[config.mk]
export PLATFORM = sky130hd
export DESIGN_NAME = dense_frame_deserial
export DESIGN_NICKNAME = d
export VERILOG_FILES = /design/src/rtl/dense_pkg.sv /design/src/rtl/dense_deser_ctrl.sv /design/src/rtl/dense_frame_deserial.sv
export SDC_FILE = /design/constraint.sdc
export NUM_CORES = 2
export LEC_CHECK = 0
export CORE_AREA = 2 2 746 748
export CTS_CLUSTER_DIAMETER = 100
export DETAILED_ROUTE_END_ITERATION = 10
export DIE_AREA = 0 0 748 750
export SYNTH_ARGS = -nofsm -noshare
export SYNTH_HDL_FRONTEND = slang
export SYNTH_SLANG_ARGS = --single-unit
[constraint.sdc]
create_clock -name clk -period 2.85 [get_ports clk]
set_input_delay 0.4275 -clock clk [delete_from_list [all_inputs] [get_ports clk]]
set_output_delay 0.4275 -clock clk [all_outputs]
set_load 0.02 [all_outputs]
[src/rtl/dense_pkg.sv]
`default_nettype none
// +----------------------------------------------------------------------------+
// | Module   : dense_pkg                                                        |
// | Purpose  : Shared constants and types for the dense-layer frame            |
// |            deserializer: default frame size / sample width, the collector  |
// |            FSM state encoding, and the index-width helper.                 |
// | Ports    : none (package)                                                  |
// | Revision : 1.0 - initial release                                           |
// +----------------------------------------------------------------------------+
package dense_pkg;

  localparam int N_DEFAULT  = 120;
  localparam int DW_DEFAULT = 16;

  // Width of an index that addresses every element of a frame.
  function automatic int idx_width(input int n);
    return (n > 1) ? $clog2(n) : 1;
  endfunction

  localparam int IDX_W_DEFAULT = idx_width(N_DEFAULT);

  typedef enum logic [1:0] {
    ST_IDLE    = 2'd0,
    ST_COLLECT = 2'd1,
    ST_DROP    = 2'd2
  } state_t;

endpackage
`default_nettype wire

[src/rtl/dense_deser_ctrl.sv]
`default_nettype none
// +----------------------------------------------------------------------------+
// | Module   : dense_deser_ctrl                                                 |
// | Purpose  : Framing controller for the dense-layer deserializer. Tracks the |
// |            position within a frame, decides where each accepted sample is  |
// |            written and raises the frame-complete / framing-error pulses.   |
// | Ports    : clk, rst_n (async, active-low)                                   |
// |            valid_in, frame_start_in, frame_end_in  - serial stream markers  |
// |            wr_en, wr_idx   - buffer write strobe and element index          |
// |            frame_valid     - registered pulse, frame complete               |
// |            frame_err       - registered pulse, framing violation            |
// |            busy            - registered, high while collecting a frame      |
// | Revision : 1.0 - initial release                                           |
// +----------------------------------------------------------------------------+
module dense_deser_ctrl
  import dense_pkg::*;
#(
  parameter int N  = N_DEFAULT,
  parameter int IW = idx_width(N)
) (
  input  logic          clk,
  input  logic          rst_n,
  input  logic          valid_in,
  input  logic          frame_start_in,
  input  logic          frame_end_in,
  output logic          wr_en,
  output logic [IW-1:0] wr_idx,
  output logic          frame_valid,
  output logic          frame_err,
  output logic          busy
);

  localparam logic [IW-1:0] LAST_IDX = IW'(N - 1);
  localparam logic [IW-1:0] ONE_IDX  = IW'(1);

  state_t        state;
  logic [IW-1:0] idx;

  // The write happens on the same edge that accepts the sample, so the
  // strobe is decoded combinationally from the current state. A start
  // marker always lands in element 0, whatever state it arrives in.
  assign wr_en  = valid_in & (frame_start_in | (state == ST_COLLECT));
  assign wr_idx = frame_start_in ? '0 : idx;

  always_ff @(posedge clk or negedge rst_n) begin
    if (!rst_n) begin
      state       <= ST_IDLE;
      idx         <= '0;
      frame_valid <= 1'b0;
      frame_err   <= 1'b0;
      busy        <= 1'b0;
    end else begin
      frame_valid <= 1'b0;
      frame_err   <= 1'b0;
      if (valid_in) begin
        case (state)
          ST_COLLECT: begin
            if (frame_start_in) begin
              // Restart wins over an end marker on the same sample.
              frame_err <= 1'b1;
              idx       <= ONE_IDX;
            end else if (frame_end_in) begin
              if (idx == LAST_IDX) frame_valid <= 1'b1;
              else                 frame_err   <= 1'b1;
              state <= ST_IDLE;
              idx   <= '0;
              busy  <= 1'b0;
            end else if (idx == LAST_IDX) begin
              // Buffer full but no end marker: discard until next start.
              frame_err <= 1'b1;
              state     <= ST_DROP;
              idx       <= '0;
              busy      <= 1'b0;
            end else begin
              idx <= idx + ONE_IDX;
            end
          end
          default: begin
            // IDLE and DROP share everything except the stray-sample pulse;
            // in DROP the violation was already reported.
            if (frame_start_in) begin
              if (frame_end_in) begin
                frame_err <= 1'b1;
                state     <= ST_IDLE;
                idx       <= '0;
                busy      <= 1'b0;
              end else begin
                state <= ST_COLLECT;
                idx   <= ONE_IDX;
                busy  <= 1'b1;
              end
            end else if (state == ST_IDLE) begin
              frame_err <= 1'b1;
            end
          end
        endcase
      end
    end
  end

endmodule
`default_nettype wire

[src/rtl/dense_frame_deserial.sv]
`default_nettype none
// +----------------------------------------------------------------------------+
// | Module   : dense_frame_deserial                                             |
// | Purpose  : Packs a framed serial sample stream back into a parallel N x DW |
// |            vector for the next dense layer. Element k of a frame lands in  |
// |            frame_data[k*DW +: DW]. Malformed frames are flagged.           |
// | Ports    : clk, rst_n (async, active-low)                                   |
// |            valid_in, frame_start_in, frame_end_in, data_in - serial input   |
// |            frame_data  - packed frame buffer, element 0 at LSBs             |
// |            frame_valid - one-cycle pulse, frame_data is a complete frame    |
// |            frame_err   - one-cycle pulse per framing violation             |
// |            busy        - high while a frame is being collected             |
// | Revision : 1.0 - initial release                                           |
// +----------------------------------------------------------------------------+
module dense_frame_deserial
  import dense_pkg::*;
#(
  parameter int N  = N_DEFAULT,
  parameter int DW = DW_DEFAULT
) (
  input  logic            clk,
  input  logic            rst_n,
  input  logic            valid_in,
  input  logic            frame_start_in,
  input  logic            frame_end_in,
  input  logic [DW-1:0]   data_in,
  output logic [N*DW-1:0] frame_data,
  output logic            frame_valid,
  output logic            frame_err,
  output logic            busy
);

  localparam int IW = idx_width(N);

  logic          wr_en;
  logic [IW-1:0] wr_idx;

  dense_deser_ctrl #(
    .N  (N),
    .IW (IW)
  ) u_ctrl (
    .clk            (clk),
    .rst_n          (rst_n),
    .valid_in       (valid_in),
    .frame_start_in (frame_start_in),
    .frame_end_in   (frame_end_in),
    .wr_en          (wr_en),
    .wr_idx         (wr_idx),
    .frame_valid    (frame_valid),
    .frame_err      (frame_err),
    .busy           (busy)
  );

  // One register per element; each decodes its own write select so the
  // buffer is a plain bank of enabled flops feeding frame_data directly.
  for (genvar k = 0; k < N; k++) begin : g_elem
    logic [DW-1:0] elem_q;

    always_ff @(posedge clk or negedge rst_n) begin
      if (!rst_n) begin
        elem_q <= '0;
      end else if (wr_en && (wr_idx == IW'(k))) begin
        elem_q <= data_in;
      end
    end

    assign frame_data[k*DW +: DW] = elem_q;
  end

endmodule
`default_nettype wire
==> results.md <==
• 1 — CP bufs+invs
• 163.1 mm — Met2 Routed Length
• 1943 — count of input and output buffers
• 0 — Max-cap violations
• sky130_fd_sc_hd__clkbuf_16 — Clock Tree Root
• 16.58 µm² — average cell area after synthesis
• 131.6 mm — detailed-route wire length on metal 1
• sky130_fd_sc_hd__dfrtp_1 — most used flip-flop cell after synthesis
• 1030 ps — Worst Max-Slew Pin Slew
• 100.0% — share of synthesized registers carrying an async set or reset
• 61650 µW — Power, Total
• 554000 µm² — Core Region
• 0.05265 µW — Leakage
• 20 — Max Fanout on Critical Path
• 0.7506 — routability congestion estimate
• 26.71 mm — met3 wire len
• 218 — total clock buffers created by CTS
• sky130_fd_sc_hd__a2111oi_4 — slowest stage cell, crit path
• 47 — antenna violations before repair
• sky130_fd_sc_hd__dfrtp_1 — cell accounting for the most synthesized area
• input pin to register — worst hold-check path type
• 0 — count of yosys warnings during synthesis
• 31.33% — Max-slew headroom
• 0 — antenna violation net count after detailed routing
• 50.27k — vias in the first global route
• 65.61% — top cell type's share of synthesized area
• 13.29% — initial core utilization
• 0 — total gr overflow
• 60 ps — Worst-path clk slew
• 55.14% — Synth-to-Final Area Change
• 4 — H-Tree Depth
• false — setup repair after global routing missed its margin
• 3440 ps — Data arrival, critical path
• -580.5 ps — Post-Place Setup Slack
• 750 µm — die outline height
• 23.37 µm — DR WL/cell
• 150 ps — Register-to-Register Setup Slack
• 2700 ps — final critical delay including setup and external delays
• met4 — top layer used by detailed routing
• 539.6 nW/µm² — total power per unit cell area
• 75 — largest net degree at the start of global routing
• 49 — number of unique standard cell types used by synthesis
• sky130_fd_sc_hd__dfrtp_1 — most common library cell in the layout ignoring fill and taps
• finished clean — result of the run
• 0 ps — sum of negative setup slack
• 65.61% — sequential element share of the synthesized area
• 4442 — gate count after technology mapping
• 0 — hold violation total from the final report
• 3.365 — via density per instance
• 105.8 ps — Post-Route Skew
• 5 — Detailed Routing Iterations Pass 1
• 940 ps — clock latency on the worst-skew pair
• 332.1 mm — wire length after detailed routing
• 0 — Final Slew Violations
• 1944 — number of top-level pins
• 11.36% — overall routing resource usage
• 106700 µm² — placement-stage cell area
• 41.87% — share of cells above drive strength 1
• built — clock tree from TritonCTS
• register — Worst setup SP type
• 274 — Core Rows
• 114300 µm² — final instance area
• 2621 — initial DRC count
• or2_4, a2111oi_4, nand2_2, buf_12, mux2_2 — critical path cell sequence
• 629.9 µV — worst IR drop on VDD
• simple AND/OR/NAND/NOR gates — largest delay contributor family on the critical path
• 0 — count of endpoints failing setup in the final report
• 0.3704 GHz — maximum clock rate
• 4 — worst-case clock buffer depth
• 6717 — final layout net count
• 47.82k — total via count after detailed routing
• 3590 ps — Req. time, crit path
• 445.4 mm — global-route wire length before repair
• 20.62% — Core Util, Final
• 237.2 mm — Detailed Place HPWL
• 748 µm — horizontal extent of the die
• sky130_fd_sc_hd__dfrtp_1, sky130_fd_sc_hd__clkdlybuf4s50_1, sky130_fd_sc_hd__mux2_2 — commonest non-fill, non-tap cells in the layout
• 0 — number of enable flip-flop cells after synthesis
• register — Critical Path End Type
• 150.2 ps — Final Worst Setup Slack
• 0 — DRC Markers
• 4466 — Synthesized Nets
• sky130_fd_sc_hd__dfrtp_1, sky130_fd_sc_hd__mux2_2, sky130_fd_sc_hd__clkbuf_1 — Area contributors post-synth
• 1931 — number of sinks on the clock net
• 94.73% — final clock period utilization by the worst path
• register to register — critical setup path kind
• 561000 µm² — floorplan die area
• 1931 — number of synthesized register bits
• 590 ps — delay of the slowest critical-path stage
• 73650 µm² — Synth Cell Area
==> final cells by class <==
class / instances / area [µm²]
Inverter: 4 / 15.01
Fill cell: 59130 / 439800
Antenna cell: 27 / 67.56
Clock inverter: 71 / 893.4
Sequential cell: 1931 / 48330
Clock buffer: 328 / 6479
Multi-Input combinational cell: 2145 / 23630
Timing Repair Buffer: 2393 / 25700
Tap cell: 7314 / 9151
==> synthesized netlist by cell type, drive strengths merged, types with 4 or more instances <==
cell type and n:
dfrtp 1931, mux2 1920, clkbuf 212, buf 150, nand2 95, nor2 34, nor3 29, nor4 10
nand3 8, o21ai 5, inv 4, nand2b 4
==> layer usage <==
metal / global-route usage [%] / up-vias
li1: - / 20140
met1: 13.46 / 25370
met2: 19.72 / 1903
met3: 3.427 / 413
met4: 3.321 / 0
met5: 0 / -
==> where the power goes <==
part	leakage [µW]	total (µW)	switching (µW)	internal [µW]
logic	0.0221	4780	3050	1730
registers	0.0269	28100	255	27900
clock network	0.00362	28800	12200	16500
==> final timing paths <==
path | start | cells past startpoint | to
min in group asynchronous | rst_n | 2 | g_elem[42].elem_q[11]
hold reg to reg | g_elem[27].elem_q[13] | 1 | g_elem[27].elem_q[13]
setup / recovery | u_ctrl.idx[3] | 5 | g_elem[2].elem_q[8]
setup reg to reg | u_ctrl.idx[3] | 5 | g_elem[2].elem_q[8]
max in group asynchronous | rst_n | 5 | g_elem[86].elem_q[9]
hold / removal | data_in[3] | 2 | g_elem[39].elem_q[3]
==> flip-flops by register name, summed over array words and instances, names as in the netlist <==
| name | cells |
|---|---|
| u_ctrl.state | 2 |
| g_elem.elem_q | 1920 |
| u_ctrl.idx | 7 |
| u_ctrl.frame_err | 1 |
| u_ctrl.frame_valid | 1 |
==> timing repair <==
| action | CTS | global route |
|---|---|---|
| buffers inserted | 4 | 1 |
| hold buffers | 2 | 0 |
| endpoints found under the setup margin | 40 | 56 |
| cloned | 1 | 0 |
| gates resized for setup | 9 | 2 |
| hold endpoints to repair | 131 | 0 |
| pin swaps | 2 | 2 |
==> cell families (layout without fill, tap and decap cells) <==
group                    count (synthesis)  after routing  share of synthesized area [%]
flip-flops                            1931           1931                          65.61
multiplexers                          1920           1920                          29.36
buffers and inverters                  366           2796                          2.494
AND/OR/NAND/NOR                        201            201                          2.263
AO/OA/AOI/OAI                           21             21                         0.2259
adder cells (fa/ha/maj)                  3              3                        0.05097
other                                    0             27                              0
==> metrics by stage <==
step,cells,hold slack [ps]
CTS,14190,6.915
global route,14190,15.49
floorplan,4442,131.9
detailed placement,13780,474.7
finish,14210,121.0
global placement,13780,469.0
(Power assumes the default switching activity.)
